[src/rtl/fetch_stage.sv]
// fetch_stage: instruction fetch with a credit-limited prefetch FIFO.
// Requests words over req/gnt/rvalid, tags each response with the PC recorded
// at grant time, and hands {instr, pc} to decode over valid/ready. A redirect
// flushes everything buffered and turns every in-flight response into a drop.
module fetch_stage #(
    parameter int unsigned WORD_WIDTH = 32,
    parameter int unsigned FIFO_DEPTH = 2,
    parameter logic [WORD_WIDTH-1:0] BOOT_ADDR = '0
) (
    input  logic                  clk,
    input  logic                  rst_n,
    output logic                  instr_req_o,
    output logic [WORD_WIDTH-1:0] instr_addr_o,
    input  logic                  instr_gnt_i,
    input  logic                  instr_rvalid_i,
    input  logic [WORD_WIDTH-1:0] instr_rdata_i,
    input  logic                  redirect_i,
    input  logic [WORD_WIDTH-1:0] redirect_addr_i,
    input  logic                  id_ready_i,
    output logic                  instr_valid_o,
    output logic [WORD_WIDTH-1:0] instr_o,
    output logic [WORD_WIDTH-1:0] pc_o
);

    localparam int unsigned CntW = $clog2(FIFO_DEPTH + 1);
    localparam int unsigned PtrW = (FIFO_DEPTH > 1) ? $clog2(FIFO_DEPTH) : 1;
    localparam int unsigned SumW = CntW + 2;

    typedef enum logic [0:0] {StBoot, StRun} state_e;

    state_e                r_state;
    state_e                w_state_next;

    logic [WORD_WIDTH-1:0] r_fetch_addr;
    logic [WORD_WIDTH-1:0] w_fetch_addr_next;
    logic [CntW-1:0]       r_out_cnt;
    logic [CntW-1:0]       w_out_cnt_next;
    logic [CntW-1:0]       r_drop_cnt;
    logic [CntW-1:0]       w_drop_cnt_next;
    logic [CntW-1:0]       r_fifo_cnt;
    logic [CntW-1:0]       w_fifo_cnt_next;

    logic [PtrW-1:0]       r_fifo_rd;
    logic [PtrW-1:0]       r_fifo_wr;
    logic [PtrW-1:0]       r_pcq_rd;
    logic [PtrW-1:0]       r_pcq_wr;
    logic [WORD_WIDTH-1:0] r_fifo_instr [FIFO_DEPTH];
    logic [WORD_WIDTH-1:0] r_fifo_pc    [FIFO_DEPTH];
    // PCs of accepted (non-dropped) in-flight requests, oldest first.
    logic [WORD_WIDTH-1:0] r_pcq        [FIFO_DEPTH];

    logic [SumW-1:0]       w_used;
    logic                  w_xfer;
    logic                  w_rsp_drop;
    logic                  w_rsp_keep;
    logic                  w_push;
    logic                  w_pop;

    // Redirect targets are word aligned; the low bits are deliberately ignored.
    logic                  w_unused_redirect_lsb;
    assign w_unused_redirect_lsb = ^redirect_addr_i[1:0];

    function automatic logic [PtrW-1:0] ptr_inc(input logic [PtrW-1:0] p);
        if (p == PtrW'(FIFO_DEPTH - 1)) begin
            return '0;
        end
        return p + PtrW'(1);
    endfunction

    assign instr_addr_o  = r_fetch_addr;
    assign instr_valid_o = (r_fifo_cnt != '0);
    assign instr_o       = r_fifo_instr[r_fifo_rd];
    assign pc_o          = r_fifo_pc[r_fifo_rd];

    // Credit-based request and qualification of this cycle's handshake events.
    always_comb begin
        w_used      = SumW'(r_out_cnt) + SumW'(r_drop_cnt) + SumW'(r_fifo_cnt);
        instr_req_o = (r_state == StRun) && (w_used < SumW'(FIFO_DEPTH));
        w_xfer      = instr_req_o & instr_gnt_i;
        w_rsp_drop  = instr_rvalid_i & (r_drop_cnt != '0);
        w_rsp_keep  = instr_rvalid_i & (r_drop_cnt == '0);
        w_push      = w_rsp_keep & ~redirect_i;
        w_pop       = instr_valid_o & id_ready_i & ~redirect_i;
    end

    // BOOT lasts one cycle after reset release, then RUN until the next reset.
    always_comb begin
        w_state_next = r_state;
        unique case (r_state)
            StBoot:  w_state_next = StRun;
            StRun:   w_state_next = StRun;
            default: w_state_next = StRun;
        endcase
    end

    // Counter and fetch-address next state; redirect takes priority over everything.
    always_comb begin
        w_out_cnt_next    = r_out_cnt;
        w_drop_cnt_next   = r_drop_cnt;
        w_fifo_cnt_next   = r_fifo_cnt;
        w_fetch_addr_next = r_fetch_addr;
        if (redirect_i) begin
            // Everything in flight, including a grant in this very cycle, becomes a drop.
            w_out_cnt_next    = '0;
            w_drop_cnt_next   = r_drop_cnt + r_out_cnt + CntW'(w_xfer) - CntW'(instr_rvalid_i);
            w_fifo_cnt_next   = '0;
            w_fetch_addr_next = {redirect_addr_i[WORD_WIDTH-1:2], 2'b00};
        end else begin
            w_out_cnt_next  = r_out_cnt + CntW'(w_xfer) - CntW'(w_rsp_keep);
            w_drop_cnt_next = r_drop_cnt - CntW'(w_rsp_drop);
            w_fifo_cnt_next = r_fifo_cnt + CntW'(w_push) - CntW'(w_pop);
            if (w_xfer) begin
                w_fetch_addr_next = r_fetch_addr + WORD_WIDTH'(4);
            end
        end
    end

    // State, counters and fetch address registers.
    always_ff @(posedge clk or negedge rst_n) begin
        if (!rst_n) begin
            r_state      <= StBoot;
            r_fetch_addr <= BOOT_ADDR;
            r_out_cnt    <= '0;
            r_drop_cnt   <= '0;
            r_fifo_cnt   <= '0;
        end else begin
            r_state      <= w_state_next;
            r_fetch_addr <= w_fetch_addr_next;
            r_out_cnt    <= w_out_cnt_next;
            r_drop_cnt   <= w_drop_cnt_next;
            r_fifo_cnt   <= w_fifo_cnt_next;
        end
    end

    // Prefetch FIFO and PC queue storage; a redirect empties both.
    always_ff @(posedge clk or negedge rst_n) begin
        if (!rst_n) begin
            r_fifo_rd <= '0;
            r_fifo_wr <= '0;
            r_pcq_rd  <= '0;
            r_pcq_wr  <= '0;
            for (int i = 0; i < FIFO_DEPTH; i++) begin
                r_fifo_instr[i] <= '0;
                r_fifo_pc[i]    <= '0;
                r_pcq[i]        <= '0;
            end
        end else if (redirect_i) begin
            r_fifo_rd <= '0;
            r_fifo_wr <= '0;
            r_pcq_rd  <= '0;
            r_pcq_wr  <= '0;
        end else begin
            if (w_xfer) begin
                r_pcq[r_pcq_wr] <= r_fetch_addr;
                r_pcq_wr        <= ptr_inc(r_pcq_wr);
            end
            if (w_rsp_keep) begin
                r_pcq_rd <= ptr_inc(r_pcq_rd);
            end
            if (w_push) begin
                r_fifo_instr[r_fifo_wr] <= instr_rdata_i;
                r_fifo_pc[r_fifo_wr]    <= r_pcq[r_pcq_rd];
                r_fifo_wr               <= ptr_inc(r_fifo_wr);
            end
            if (w_pop) begin
                r_fifo_rd <= ptr_inc(r_fifo_rd);
            end
        end
    end

    // Credits cover buffered plus in-flight words, so a kept response never meets a full FIFO.
    a_no_push_when_full : assert property (@(posedge clk) disable iff (!rst_n)
        !(w_rsp_keep && (r_fifo_cnt == CntW'(FIFO_DEPTH))));

endmodule

[config.mk]
export PLATFORM = sky130hd
export DESIGN_NAME = fetch_stage
export DESIGN_NICKNAME = d
export VERILOG_FILES = /design/src/rtl/fetch_stage.sv
export SDC_FILE = /design/constraint.sdc
export NUM_CORES = 1
export LEC_CHECK = 0
export CAP_MARGIN = 20
export CORE_UTILIZATION = 55
export DETAILED_ROUTE_END_ITERATION = 10
export PLACE_DENSITY = 0.82
export SKIP_CTS_REPAIR_TIMING = 1
export SLEW_MARGIN = 15
export SYNTH_ARGS = -nofsm -noshare
export SYNTH_HDL_FRONTEND = slang
export SYNTH_SLANG_ARGS = --single-unit
[constraint.sdc]
create_clock -name clk -period 4.6 [get_ports clk]
set_clock_uncertainty 0.1 [all_clocks]
set_input_delay 0.92 -clock clk [delete_from_list [all_inputs] [get_ports clk]]
set_output_delay 0.92 -clock clk [all_outputs]
set_load 0.02 [all_outputs]
[After elaboration in Yosys (flattened, before gate mapping)]
Index checks and enable logic that the tools add are counted.
Storage, ports and cells
  flip-flop bits (word level): 235
  input port bits: 70
  word-level logic and storage cells: 109
Cells by class
  add/sub/neg operators: 15
  magnitude comparators: 7
  muxes and demuxes: 49
  bitwise logic cells: 11
  reduce and logical (&&, ||, !) cells: 12
Operators with widths (number)
  two-way mux 32 bit: 13
  bitwise mux 64 bit: 3
  demux 32 bit (select 1 bit): 2
  adder 32 x 3 -> 32 bit (second input constant): 1
  two-way mux 1 bit: 28
  nonzero test 2 bit: 6
  greater-or-equal comparator 2 bit (second input constant): 4
  inverter 1 -> 2 bit: 4
  subtractor 2 x 1 -> 2 bit: 4
  adder 2 x 1 -> 2 bit: 3
  AND 1 bit: 6
  two-way mux 2 bit: 3
  adder 1 bit (second input constant): 4
  adder 3 x 2 -> 4 bit: 1
  < comparator 2 x 1 -> 1 bit (second input constant): 2
  < comparator 4 x 2 -> 1 bit (second input constant): 1
  AND reduction 2 bit: 2
  adder 2 x 2 -> 3 bit: 1
  logical AND 1 bit: 3
  adder 2 bit: 1
  logical NOT 2 bit: 1
  inverter 1 bit: 1

[Logic depth before layout (Yosys ltp)]
  depth in word-level cells: 10
  depth in mapped cells: 13
  mapped depth without buffers: 13

[Worst setup path before layout]
Ideal clock, no wire load.
  path kind: register to register
  start: reg r_drop_cnt[1]
  end: reg r_fetch_addr[19], in the netlist instr_addr_o[19]
  setup time: 124 ps
  arrival time: 2835 ps
  setup slack: 1542 ps
  stages on the path, launching flop included: 10
  period minus slack after synthesis: 3058 ps
  path through: dfrtp_1 > inv_1 > fa_1 > inv_1 > ha_1 > nand4bb_4 > or4_4 > buf_6 > o31a_2 > o31a_1
On the way
  cells in the longest elaborated chain, start to end: 6
Ends and longest elaborated chain
  start, declared: RTL line 38  | logic [CntW-1:0] r_drop_cnt;
  start signal, assigned: RTL line 130  | r_drop_cnt <= w_drop_cnt_next;
  adder 2 x 2 -> 3 bit: RTL line 77  | w_used = SumW'(r_out_cnt) + SumW'(r_drop_cnt) + SumW'(r_fifo_cnt);
  adder 3 x 2 -> 4 bit: RTL line 77
  < comparator 4 x 2 -> 1 bit: RTL line 78  | instr_req_o = (r_state == StRun) && (w_used < SumW'(FIFO_DEPTH));
  logical AND 1 bit: RTL line 78
  AND 1 bit: RTL line 79  | w_xfer = instr_req_o & instr_gnt_i;
  nonzero test 2 bit (no line)
  end signal, assigned: RTL line 128  | r_fetch_addr <= w_fetch_addr_next;
  end, declared: RTL line 34  | logic [WORD_WIDTH-1:0] r_fetch_addr;
No other way between the ends.
A chain may end at the register's enable or synchronous reset.

[Worst setup path in the final report]
  start: reg r_drop_cnt[1]
  end: out instr_req_o
On the way
  cells in the longest elaborated chain, start to end: 4
Ends and longest elaborated chain
  adder 2 x 2 -> 3 bit: RTL line 77
  adder 3 x 2 -> 4 bit: RTL line 77
  < comparator 4 x 2 -> 1 bit: RTL line 78
  logical AND 1 bit: RTL line 78
  end, declared: RTL line 12  | output logic instr_req_o,
No other way between the ends.

==> impl_metrics.sql <==
INSERT INTO impl_metrics (metric_group, metric, value, unit) VALUES
('cts', 'clock_sinks', '225', ''),
('placed_design', 'dp_worst_setup_slack', '1110', 'ps'),
('cts', 'ctsLongestPathBuffers', '3', ''),
('worst_setup_path', 'worstPathArrival', '2980', 'ps'),
('sta', 'min_period_over_period', '86.9', '%'),
('synthesis', 'ys.flop_type', 'sky130_fd_sc_hd__dfrtp_1', ''),
('sta', 'rsz0062_at_grt', 'false', ''),
('worst_setup_path', 'reg2regPathDepth', '10', ''),
('sta', 'finalHoldViolations', '0', ''),
('placed_design', 'final_weighted_congestion_in_routability_driven_placement', '0.798', ''),
('global_route', 'grt_busiest_layer', 'met2', ''),
('synthesis', 'ys_types', '49', ''),
('worst_setup_path', 'path_type_of_the_worst_setup_path', 'reg2out', ''),
('drt', 'drt_first_iter_violations', '233', ''),
('drt', 'remaining_antenna_violation_count', '0', ''),
('layout', 'fin_nets', '1021', ''),
('outcome', 'status', 'finished clean', ''),
('layout', 'most_frequent_standard_cell_in_the_layout_excluding_fill_and_tap_cells', 'sky130_fd_sc_hd__mux2_2', ''),
('sta', 'worst_slack_setup_final', '601', 'ps'),
('synthesis', 'async_flop_share', '100', '%'),
('drt', 'routed-via-count', '6920', ''),
('cts', 'tritoncts_clock_tree', 'done', ''),
('drt', 'remaining_drc_errors', '0', ''),
('worst_setup_path', 'crit-reg2reg-capture', 'r_pcq[47]', ''),
('worst_setup_path', 'cp-end-kind', 'output pin', ''),
('sta', 'worst_slew_pin_slew', '803', 'ps'),
('synthesis', 'synth_warnings', '0', ''),
('synthesis', 'netlist_instances', '784', ''),
('synthesis', 'cell_area_after_technology_mapping', '10500', 'sq um'),
('synthesis', 'synth_enable_flop_cells', '0', ''),
('drt', 'wl_per_cell', '19.0', 'microns'),
('power_and_ir_drop', 'ir_worst_vdd', '0.346', 'mV'),
('worst_setup_path', 'worst-endpoint-required', '3580', 'ps'),
('global_route', 'vias_in_the_first_global_route', '7267', ''),
('global_route', 'gr-usage-all-layers', '24.0', '%'),
('worst_setup_path', 'critical_path.startpoint_type', 'register', ''),
('sta', 'slew_violations', '0', ''),
('sta', 'fin_tns_setup', '0', 'ps'),
('cts', 'root_buffer', 'sky130_fd_sc_hd__clkbuf_16', ''),
('worst_setup_path', 'critPathLaunch', 'r_drop_cnt[1]', ''),
('global_route', 'groute.layer.met2.usage', '40.4', '%'),
('synthesis', 'synth_seq_cells', '225', ''),
('cts', 'htree_num_levels', '1', ''),
('sta', 'setup_viol', '0', ''),
('synthesis', 'avgSynthCellArea', '13.3', 'sq um'),
('die', 'die_area', '19600', 'sq um'),
('placed_design', 'numPortBuffers', '161', ''),
('worst_setup_path', 'worst_r2r_startpoint', 'r_drop_cnt[1]', ''),
('cts', 'clk_pin_slew', '60', 'ps'),
('global_route', 'first_pass_grt_wire_length', '37400', 'microns'),
('synthesis', 'seq_area_frac_synth', '53.8', '%'),
('global_route', 'grt_antenna_before_repair', '0', ''),
('die', 'std_cell_rows', '50', ''),
('layout', 'area_growth_syn_to_layout', '24.8', '%'),
('global_route', 'grt_remaining_overflow', '0', ''),
('worst_setup_path', 'reg2reg_setup_slack', '1100', 'ps'),
('sta', 'max_clk_rate', '250', 'MHz'),
('layout', 'final_layout_size_suffix_gt1_share', '35.7', '%'),
('die', 'die-width', '140', 'microns'),
('cts', 'clk_latency', '510', 'ps'),
('cts', 'cts-buffers-inserted', '24', ''),
('drt', 'route.final.wire_length', '22600', 'microns'),
('global_route', 'met3_usage', '3.69', '%'),
('die', 'core_area', '18600', 'sq um'),
('drt', 'route.detailed.vias_per_inst', '5.83', ''),
('sta', 'slew_headroom', '46.4', '%'),
('drt', 'firstDrtPassIters', '4', ''),
('die', 'initial_core_util', '56.1', '%'),
('global_route', 'grt_start_max_net_pins', '108', ''),
('worst_setup_path', 'path_max_fanout', '8', ''),
('sta', 'finalWorstPathRequiredPeriod', '4000', 'ps'),
('placed_design', 'hpwlAfterDp', '14500', 'microns'),
('global_route', 'met1_usage', '31.4', '%'),
('power_and_ir_drop', 'power.density_cell_area', '620', 'nW/um^2'),
('power_and_ir_drop', 'leakage', '0.00575', 'uW'),
('layout', 'insertedDiodeCount', '0', ''),
('hold_path', 'hold_class', 'in2async', ''),
('run', 'max_cap_viol_count', '0', ''),
('die', 'ioPinCount', '168', ''),
('layout', 'layout.cells.most_common_list', 'sky130_fd_sc_hd__mux2_2, sky130_fd_sc_hd__dfrtp_1, sky130_fd_sc_hd__clkdlybuf4s50_1', ''),
('die', 'die_height', '140', 'microns');
==> state kept, by name, summed over array words and instances, names as in the netlist <==
signal / count
r_fifo_instr: 64
r_fifo_pc: 60
r_pcq: 60
instr_addr_o: 30
r_drop_cnt: 2
r_fifo_cnt: 2
r_out_cnt: 2
r_fifo_rd: 1
r_fifo_wr: 1
r_pcq_rd: 1
r_pcq_wr: 1
r_state: 1
==> layout make-up <==
cell class	instances	area, sq um
inverters	13	48.8
well taps	234	293
multi-input cells	500	4570
flip-flops and latches	225	5630
clock inverters	7	87.6
fillers	1353	5590
clock buffers	33	706
repair buffers	175	1720
==> synthesized netlist by cell type, drive strengths merged, types with 2 or more instances <==
library cell / n / area share (%)
a31oi: 17 / 1.0
and2: 3 / 0.18
and3: 5 / 0.30
buf: 22 / 1.4
clkbuf: 26 / 0.93
conb: 2 / 0.072
dfrtp: 225 / 54
fa: 2 / 0.38
ha: 10 / 1.2
inv: 12 / 0.43
mux2: 273 / 29
mux2i: 2 / 0.19
nand2: 29 / 1.0
nand3: 11 / 0.53
nand4: 12 / 0.72
nand4b: 2 / 0.17
nor2: 29 / 1.0
nor2b: 4 / 0.24
nor3: 2 / 0.096
nor4: 2 / 0.12
o21ai: 20 / 0.96
o31a: 2 / 0.18
o31ai: 12 / 0.86
or2: 2 / 0.12
or3: 7 / 0.44
or4: 19 / 1.4
xnor2: 9 / 0.75
xor2: 10 / 0.84
==> critical path: stages, from the launching register on <==
cell                              delay (ps)
sky130_fd_sc_hd__dfrtp_1                 440
sky130_fd_sc_hd__inv_1                    80
sky130_fd_sc_hd__fa_1                    500
sky130_fd_sc_hd__inv_1                    40
sky130_fd_sc_hd__ha_1                    290
sky130_fd_sc_hd__nand4bb_4               270
sky130_fd_sc_hd__clkinv_1                190
sky130_fd_sc_hd__clkdlybuf4s50_1         640
==> metrics by stage <==
step | hold WS [ps] | utilization, % | std cells | total power (uW) | area, sq um
2_1_floorplan | 344 | - | 787 | 5070 | 10500
3_5_place_dp | 365 | 65.8 | 1147 | 6220 | 12300
3_3_place_gp | 356 | 65.8 | 1147 | 6120 | 12300
4_1_cts | 383 | 70.0 | 1187 | 8180 | 13100
5_1_grt | 395 | 70.0 | 1187 | 8550 | 13100
6_report | 379 | 70.0 | 1187 | 8100 | 13100
==> report_power, final <==
part | switching [uW] | total [uW] | internal (uW)
clock | 743 | 1920 | 1170
combinational | 1290 | 3010 | 1720
sequential | 431 | 3170 | 2740
total | 2470 | 8100 | 5630
==> worst max path at each step <==
stage          slack [ps]               end  depth (start not counted)
2_1_floorplan        1540  instr_addr_o[19]                          9
3_3_place_gp         1150     r_fifo_pc[37]                          6
3_5_place_dp         1110         r_pcq[47]                         10
4_1_cts               580       instr_req_o                          7
5_1_grt               460       instr_req_o                          7
6_report              600       instr_req_o                          7
==> cell families after synthesis <==
kind of cell             share of synthesized area, %
multiplexers                                     29.6
flip-flops                                       53.8
AND/OR/NAND/NOR                                  7.10
buffers and inverters                            2.88
AO/OA/AOI/OAI                                    3.37
XOR/XNOR                                         1.59
adder cells (fa/ha/maj)                          1.58
other                                          0.0718
==> layer usage <==
metal,part of all wire [%],routed length (microns),vias to the layer above
li1,-,-,3144
met1,43,9740,3490
met2,48,10900,233
met3,5.6,1270,53
met4,3.2,725,0
met5,0,0,-
No activity file was read; power rests on OpenSTA's default activity.
